`src/rtl/fifo_pkg.sv`:
```
// Shared definitions for the FIFO family (sync and async variants).
// Latency: n/a (constants and helpers only).
// Backpressure: n/a.
package fifo_pkg;

    localparam int FIFO_DATA_W_DEF = 8;
    localparam int FIFO_ADDR_W_DEF = 8;

    // Read-mode selectors for the FWFT parameter
    localparam int FIFO_MODE_STD  = 0;
    localparam int FIFO_MODE_FWFT = 1;

    // Number of storage entries addressed by addr_w bits
    function automatic int fifo_depth(input int addr_w);
        return 1 << addr_w;
    endfunction

endpackage

```
`src/rtl/fifo_ram_dp.sv`:
```
// Simple dual-port storage array: synchronous write, asynchronous read.
// Latency: write lands on the clock edge; read data is combinational from rd_addr.
// Backpressure: none; the caller gates wr_en.
//   clk_in   : write clock
//   wr_en    : write strobe, wr_addr/wr_dat sampled on rising edge
//   rd_addr  : read address, rd_dat follows combinationally
module fifo_ram_dp
    import fifo_pkg::*;
#(
    parameter int DATA_W = FIFO_DATA_W_DEF,
    parameter int ADDR_W = FIFO_ADDR_W_DEF
) (
    input  logic              clk_in,
    input  logic              wr_en,
    input  logic [ADDR_W-1:0] wr_addr,
    input  logic [DATA_W-1:0] wr_dat,
    input  logic [ADDR_W-1:0] rd_addr,
    output logic [DATA_W-1:0] rd_dat
);

    localparam int DEPTH = fifo_depth(ADDR_W);

    // Contents are deliberately not reset; empty gating hides stale entries
    logic [DATA_W-1:0] mem [DEPTH];

    always_ff @(posedge clk_in) begin
        if (wr_en) begin
            mem[wr_addr] <= wr_dat;
        end
    end

    assign rd_dat = mem[rd_addr];

endmodule

```
`src/rtl/fifo_sync_param.sv`:
```
// Parametrised single-clock FIFO with standard or first-word-fall-through read.
// Latency: std mode data 1 cycle after rd; FWFT head word visible 1 cycle after write.
// Backpressure: writes dropped while full, reads dropped while empty; sticky error flags record both.
//   clk_in/rst        : clock, asynchronous active-low reset
//   d_in/wr, rd       : write data + request, read request
//   clr_err           : clears overflow/underflow (a same-cycle set wins)
//   d_out             : read data
//   empty/full/almost_full/almost_empty/count : occupancy status
//   overflow/underflow: sticky error flags
module fifo_sync_param
    import fifo_pkg::*;
#(
    parameter int DATA_W   = FIFO_DATA_W_DEF,
    parameter int ADDR_W   = FIFO_ADDR_W_DEF,
    parameter int AF_LEVEL = (1 << ADDR_W) - 2,
    parameter int AE_LEVEL = 2,
    parameter int FWFT     = FIFO_MODE_STD
) (
    input  logic              clk_in,
    input  logic              rst,
    input  logic [DATA_W-1:0] d_in,
    input  logic              wr,
    input  logic              rd,
    input  logic              clr_err,
    output logic [DATA_W-1:0] d_out,
    output logic              empty,
    output logic              full,
    output logic              almost_full,
    output logic              almost_empty,
    output logic [ADDR_W:0]   count,
    output logic              overflow,
    output logic              underflow
);

    localparam logic [ADDR_W:0] AF_CNT  = (ADDR_W+1)'(AF_LEVEL);
    localparam logic [ADDR_W:0] AE_CNT  = (ADDR_W+1)'(AE_LEVEL);
    localparam logic [ADDR_W:0] PTR_ONE = (ADDR_W+1)'(1);

    // Pointers carry one extra wrap bit so full and empty are distinguishable
    logic [ADDR_W:0]   wr_ptr_q, wr_ptr_d;
    logic [ADDR_W:0]   rd_ptr_q, rd_ptr_d;
    logic [ADDR_W:0]   count_q,  count_d;
    logic              overflow_q,  overflow_d;
    logic              underflow_q, underflow_d;
    logic              wr_acc, rd_acc;
    logic [DATA_W-1:0] ram_rd_dat;

    assign empty = (wr_ptr_q == rd_ptr_q);
    assign full  = (wr_ptr_q[ADDR_W] != rd_ptr_q[ADDR_W]) &&
                   (wr_ptr_q[ADDR_W-1:0] == rd_ptr_q[ADDR_W-1:0]);

    assign wr_acc = wr & ~full;
    assign rd_acc = rd & ~empty;

    fifo_ram_dp #(
        .DATA_W (DATA_W),
        .ADDR_W (ADDR_W)
    ) u_ram (
        .clk_in  (clk_in),
        .wr_en   (wr_acc),
        .wr_addr (wr_ptr_q[ADDR_W-1:0]),
        .wr_dat  (d_in),
        .rd_addr (rd_ptr_q[ADDR_W-1:0]),
        .rd_dat  (ram_rd_dat)
    );

    always_comb begin
        wr_ptr_d    = wr_ptr_q;
        rd_ptr_d    = rd_ptr_q;
        count_d     = count_q;
        if (wr_acc) wr_ptr_d = wr_ptr_q + PTR_ONE;
        if (rd_acc) rd_ptr_d = rd_ptr_q + PTR_ONE;
        case ({wr_acc, rd_acc})
            2'b10:   count_d = count_q + PTR_ONE;
            2'b01:   count_d = count_q - PTR_ONE;
            default: count_d = count_q;
        endcase
        // Set has priority over clear so no error event is ever lost
        overflow_d  = (wr & full)  | (overflow_q  & ~clr_err);
        underflow_d = (rd & empty) | (underflow_q & ~clr_err);
    end

    always_ff @(posedge clk_in or negedge rst) begin
        if (!rst) begin
            wr_ptr_q    <= '0;
            rd_ptr_q    <= '0;
            count_q     <= '0;
            overflow_q  <= 1'b0;
            underflow_q <= 1'b0;
        end else begin
            wr_ptr_q    <= wr_ptr_d;
            rd_ptr_q    <= rd_ptr_d;
            count_q     <= count_d;
            overflow_q  <= overflow_d;
            underflow_q <= underflow_d;
        end
    end

    generate
        if (FWFT == FIFO_MODE_FWFT) begin : g_fwft
            // Head of queue shown directly; zero while empty so stale memory never leaks
            assign d_out = empty ? '0 : ram_rd_dat;
        end else begin : g_std
            logic [DATA_W-1:0] dout_q, dout_d;

            always_comb begin
                dout_d = dout_q;
                if (rd_acc) dout_d = ram_rd_dat;
            end

            always_ff @(posedge clk_in or negedge rst) begin
                if (!rst) dout_q <= '0;
                else      dout_q <= dout_d;
            end

            assign d_out = dout_q;
        end
    endgenerate

    assign count        = count_q;
    assign almost_full  = (count_q >= AF_CNT);
    assign almost_empty = (count_q <= AE_CNT);
    assign overflow     = overflow_q;
    assign underflow    = underflow_q;

endmodule

```
`config.mk`:
```
export PLATFORM = sky130hd
export DESIGN_NAME = fifo_sync_param
export DESIGN_NICKNAME = d
export VERILOG_FILES = /design/src/rtl/fifo_pkg.sv /design/src/rtl/fifo_ram_dp.sv /design/src/rtl/fifo_sync_param.sv
export SDC_FILE = /design/constraint.sdc
export NUM_CORES = 2
export LEC_CHECK = 0
export BUFFER_PORTS_ARGS = -buffer_cell sky130_fd_sc_hd__buf_2
export CAP_MARGIN = 30
export CORE_ASPECT_RATIO = 0.75
export CORE_MARGIN = 2
export CORE_UTILIZATION = 28
export DETAILED_ROUTE_END_ITERATION = 10
export PLACE_DENSITY = 0.46
export SLEW_MARGIN = 20
export SYNTH_ARGS = -nofsm -noshare
export SYNTH_HDL_FRONTEND = slang
export SYNTH_SLANG_ARGS = --single-unit
```
`constraint.sdc`:
```
create_clock -name clk_in -period 8.3 [get_ports clk_in]
set_input_delay 0 -clock clk_in [delete_from_list [all_inputs] [get_ports clk_in]]
set_output_delay 0 -clock clk_in [all_outputs]
set_load 0.02 [all_outputs]
```
# After elaboration in Yosys (flattened, before gate mapping)
# Memories as Yosys holds them, arrays and structs flattened. A register that Yosys moved wholly into a read port is not among the register bits.
# Index checks and enable logic that the tools add are counted.
# op_classes
div_mod_pow	0
bitwise_logic	11
shift	0
n_eq_ne	5
n_reduce_logical	3
n_mux	3
order_cmp	2
addsub	4
multipliers	0
# ops
operator	count
$add A9 B1 Y9 const B	3
$pmux W9 S2	1
$eq A9 B9 Y1	1
$ge A9 B8 Y1 const B	1
$le A9 B2 Y1 const B	1
$sub A9 B1 Y9 const B	1
$eq A8 B8 Y1	1
$and A1 B1 Y1	6
$not A1 Y1	3
$eq A2 B1 Y1 const B	1
$eq A2 B2 Y1 const B	1
$mux W1	2
$or A1 B1 Y1	2
$reduce_bool A2 Y1	1
$logic_and A1 B1 Y1	1
$logic_not A1 Y1	1
$ne A1 B1 Y1	1
# totals
out_inout_bits	23
register_bits	29
ram_bits	2048
latch_bits	0
romBits	0
n_memories	1
input_bits	13
# memory_table
name	words	word_bits	rd	rd_ports_with_merged_regs	write_ports	line	rtl
u_ram.mem	256	8	1	1	1	fifo_ram_dp.sv:24	logic [DATA_W-1:0] mem [DEPTH];

# Depth between registers and ports, before layout
# depth
depth_word	6
mapped_depth	19
mapped_depth_nobuf	14

# Cells and area by module
# From an unflattened synthesis, not the netlist that was laid out.
# unflattened
cells_unflattened	3915
hier_area_um2	81440.6
# by_module_without_submodules
mod	area_each_um2	cells_per_inst	seq_area_each_um2	instances
fifo_ram_dp	79396.1	3725	61499.0	1
fifo_sync_param	2044.5	190	925.9	1

# Worst setup path before layout
# OpenSTA, ideal clock, no wires.
# synth_timing
path_type	flip-flop to flip-flop
from	reg rd_ptr_q[0]
to	reg count_q[8], in the netlist count[8]
path_slack_ps	4196
arrival_ps	4024
synth_period_minus_slack_ps	4104
setup_ps	80
stages_incl_launch_ff	18
required_ps	8220
path_cell_list	dfrtp_1 buf_6 buf_12 buf_12 buf_6 xor2_1 nor4_1 a31oi_1 clkbuf_1 ha_1 fa_1 a21o_1 a21oi_1 o21bai_1 a2111o_1 and3_1 nor3_1 xor2_1
# synth_between
elab_cells_between_ends	11
classes_between	eq/ne: 4; mux: 1; bitwise: 4; reduce/logical: 2
# synth_rtl
item	line	rtl
start: declaration	fifo_sync_param.sv:41	logic [ADDR_W:0] rd_ptr_q, rd_ptr_d;
start signal: assignment	fifo_sync_param.sv:92	rd_ptr_q <= rd_ptr_d;
$eq A9 B9 Y1 (*)	fifo_sync_param.sv:48	assign empty = (wr_ptr_q == rd_ptr_q);
$not A1 Y1 (*)	fifo_sync_param.sv:53	assign rd_acc = rd & ~empty;
$and A1 B1 Y1 (*)	fifo_sync_param.sv:53	
named net rd_acc	fifo_sync_param.sv:45	logic wr_acc, rd_acc;
$eq A2 B1 Y1 or $eq A2 B2 Y1 (tied branches)	fifo_sync_param.sv:73	case ({wr_acc, rd_acc})
$pmux W9 S2 or $reduce_bool A2 Y1 (tied branches)	--	
end signal: assignment	fifo_sync_param.sv:93	count_q <= count_d;
end: declaration	fifo_sync_param.sv:42	logic [ADDR_W:0] count_q, count_d;
# The timed path passes the listed nets; every way through them passes the cells marked *.
# A chain may end at the register's enable or synchronous reset.

# Final worst setup path
# layout_timing
from	reg rd_ptr_q[0]
to	reg g_std.dout_q[5], in the netlist d_out[5], read port of u_ram.mem
# layout_between
elab_chain_cells	3
# layout_rtl
item	line	rtl
$eq A9 B9 Y1	fifo_sync_param.sv:48	
$not A1 Y1	fifo_sync_param.sv:53	
$and A1 B1 Y1	fifo_sync_param.sv:53	
end: declaration	fifo_sync_param.sv:104	logic [DATA_W-1:0] dout_q, dout_d;
# Parallel ways exist; a longest one is shown, timed or not.

==> results_dict.tcl <==
set metrics [dict create \
    clock_latency_ns 0.85 \
    arrival_ns 5.48 \
    rows 171 \
    synthesis.area_um2 81700 \
    path_max_fanout 33 \
    grt.total_usage 0.161 \
    synth_fa_ha_area_frac 0.00224 \
    synth_commonest_cells "edfxtp_1 (2,048), mux4_2 (434), nor2_1 (301)" \
    hold_start "rd" \
    synth-async-reset-ratio 0.0177 \
    grt_pass1_wl_um 335000 \
    finalCritPeriodShare 0.577 \
    reg2reg_slack_ns 3.51 \
    root_buffer "clkbuf_16" \
    maxSlewHeadroom 0.235 \
    crit_chain "buf_4 -> buf_4 -> mux4_2 -> mux2i_1 -> mux4_2 -> nor2_1 -> nor4_2 -> or3_1 -> a41oi_1" \
    power_frac_clock 0.305 \
    hold_violations 0 \
    yosysWarningCount 0 \
    die_h_um 472 \
    r2r_end "d_out[5]" \
    fmax_mhz 209 \
    critPathKind "reg2reg" \
    final_cells 8134 \
    muxShareOfSynthArea 0.150 \
    grt_max_degree 153 \
    seq_area_frac_synth 0.764 \
    syn-instance-count 3962 \
    core_um2 290000 \
    synthXorXnorAreaFrac 0.00343 \
    setup_violations 0 \
    hpwl_um 141000 \
    grt_pass1_vias 40500 \
    cts_sinks 2085 \
    path_delay_family "multiplexers" \
    hold_path_class "in2reg" \
    wl_um 242000 \
    h-tree-depth 4 \
    startpoint_type "flip-flop" \
    fill_cells 27700 \
    synth.distinct_cells 70 \
    rsz0062_at_grt "no" \
    synthSimpleGateAreaFrac 0.0282 \
    timing.critical_path.from "rd_ptr_q[0]" \
    cts_buffers 204 \
    max_cap_violations 0 \
    r2r-start "rd_ptr_q[0]" \
    layout.nets 4111 \
    leakagePower_nw 28.6 \
    grt-ovfl-total 0 \
    ios 36 \
    worst_pin_slew_ns 1.15 \
    synth_top_area_frac 0.753 \
    synth_edf_count 2048 \
    clk_pin_slew_ns 0.06 \
    drtAntennaViolNets 0 \
    synth_top_family_by_area "multiplexers" \
    tns_ns 0 \
    gp_congestion 0.801 \
    synthTopCellsByArea "edfxtp_1 (75%), mux4_2 (12%), mux2i_1 (2.7%)" \
    grt_antenna_before_repair 17 \
    wl_per_cell_um 29.7 \
    seqPwrFrac 0.399 \
    critical_path.max_stage_delay_ns 0.81 \
    tritoncts "yes" \
    outcome "finished, final reports clean" \
    num_vias 40500 \
    start_util 0.282 \
    critPathBufInv 2 \
    yosysMostFrequentCell "edfxtp_1" \
    p_int_mw 20.2 \
    syn_to_final_growth_pct 13.8 \
    cp.required_ns 8.99 \
    drive_gt1_frac 0.213 \
    min_path_cells 5 \
    place_inst 7742 \
    fin_worst_skew_ns 0.0495 \
    switching_share 0.331 \
    clock_path_buffers 4 \
    drt_iter0_drc 5237 \
    postSynthAreaPerCell_um2 20.6 \
    firstDrtPassIters 5 \
    synthFlopType "edfxtp_1" \
    r2r_cells 9 \
    min_to "d_out[0]" \
    cp_slowest_cell "dfrtp_4" \
    endpoint_kind "flip-flop" \
    combinationalPowerShare 0.296 \
    ys_seq_elements 2085 \
    synth_nets 3989 \
    die-area_um2 296000 \
    drv_slew 0 \
    drc 0 \
    switching_power_mw 9.96 \
    powerDensity_nw_per_um2 324 \
    post-route-min-period_ns 4.79 \
    yosysTopAreaCell "edfxtp_1" \
    vdd_drop_max_v 0.000359 \
    portBuffers 35 \
    vias_per_cell 4.98 \
    die_w_um 628 \
    synth_compound_area_frac 0.0323 \
]
cells by family after synthesis:
| family | count (synthesis) |
|---|---|
| buffers and inverters | 259 |
| flip-flops | 2085 |
| AND/OR/NAND/NOR | 530 |
| XOR/XNOR | 32 |
| AO/OA/AOI/OAI | 372 |
| adder cells (fa/ha/maj) | 14 |
| multiplexers | 670 |
sequential cells by signal (all words and copies together), names as in the netlist:
signal,flops
overflow,1
count,9
wr_ptr_q,9
u_ram.mem,2048
d_out,8
underflow,1
rd_ptr_q,9
metrics by stage:
step	cell area [um2]	util	hold slack, ns	power, mW	setup slack (ns)
after floorplan	81700	-	-0.296	17.7	4.20
after global placement	86200	0.297	0.112	21.2	3.16
after detailed placement	86300	0.298	0.109	21.2	3.56
after CTS	92900	0.320	0.185	30.3	3.56
after global routing	93000	0.321	0.249	31.1	3.20
final	93000	0.321	0.242	30.1	3.51
layer usage:
metal	up-vias	part of all wire	GRT usage
met2	1560	0.43	0.234
met5	-	0	0
met3	279	0.077	0.0381
met4	0	0.019	0.0320
li1	16700	-	-
met1	22000	0.47	0.244
layout by cell type, fill, tap and decap left out, types with 45 or more instances in the layout:
cell       count
edfxtp_1    2048
mux4_2       434
nor2_1       299
mux2i_1      222
clkbuf_16    209
nand2_1      115
buf_4         92
a21oi_1       74
a22oi_1       69
clkinv_1      45
power groups by stage:
stage / sequential (mW) / clock [mW] / combinational (mW)
after detailed placement: 12.2 / 0 / 8.93
final: 12.0 / 9.18 / 8.93
after floorplan: 12.1 / 0 / 5.59
after global routing: 12.0 / 9.77 / 9.33
after global placement: 12.2 / 0 / 8.94
after CTS: 12.0 / 9.37 / 8.96
how the worst max path moves through the flow:
stage,to,depth (start not counted),slack (ns)
detailed placement,d_out[5],9,3.56
global route,count[8],15,3.20
global placement,d_out[5],9,3.16
floorplan,count[8],17,4.20
finish,d_out[5],9,3.51
CTS,d_out[5],9,3.56
cell type report:
| cell class | instances | area (um2) | area share |
|---|---|---|---|
| timing repair buffer | 160 | 1390 | 0.0150 |
| antenna | 3 | 7.51 | 0.0000807 |
| clock inverter | 107 | 940 | 0.0101 |
| clock buffer | 254 | 5460 | 0.0587 |
| tap | 3892 | 4870 | 0.0524 |
| sequential | 2085 | 62400 | 0.672 |
| multi-input combinational | 1618 | 17800 | 0.192 |
| inverter | 15 | 61.3 | 0.000659 |
worst min-delay path, delay by kind of cell:
family / cells / cell delay (ns)
compound gates: 1 / 0.19
buf+inv: 3 / 0.75
simple gates: 1 / 0.08
repair_timing:
action	CTS	global route
setup buffers	0	0
resized for setup	0	0
hold buffers	17	0
hold endpoints to repair	973	0
Power figures use the tool's default switching activity.
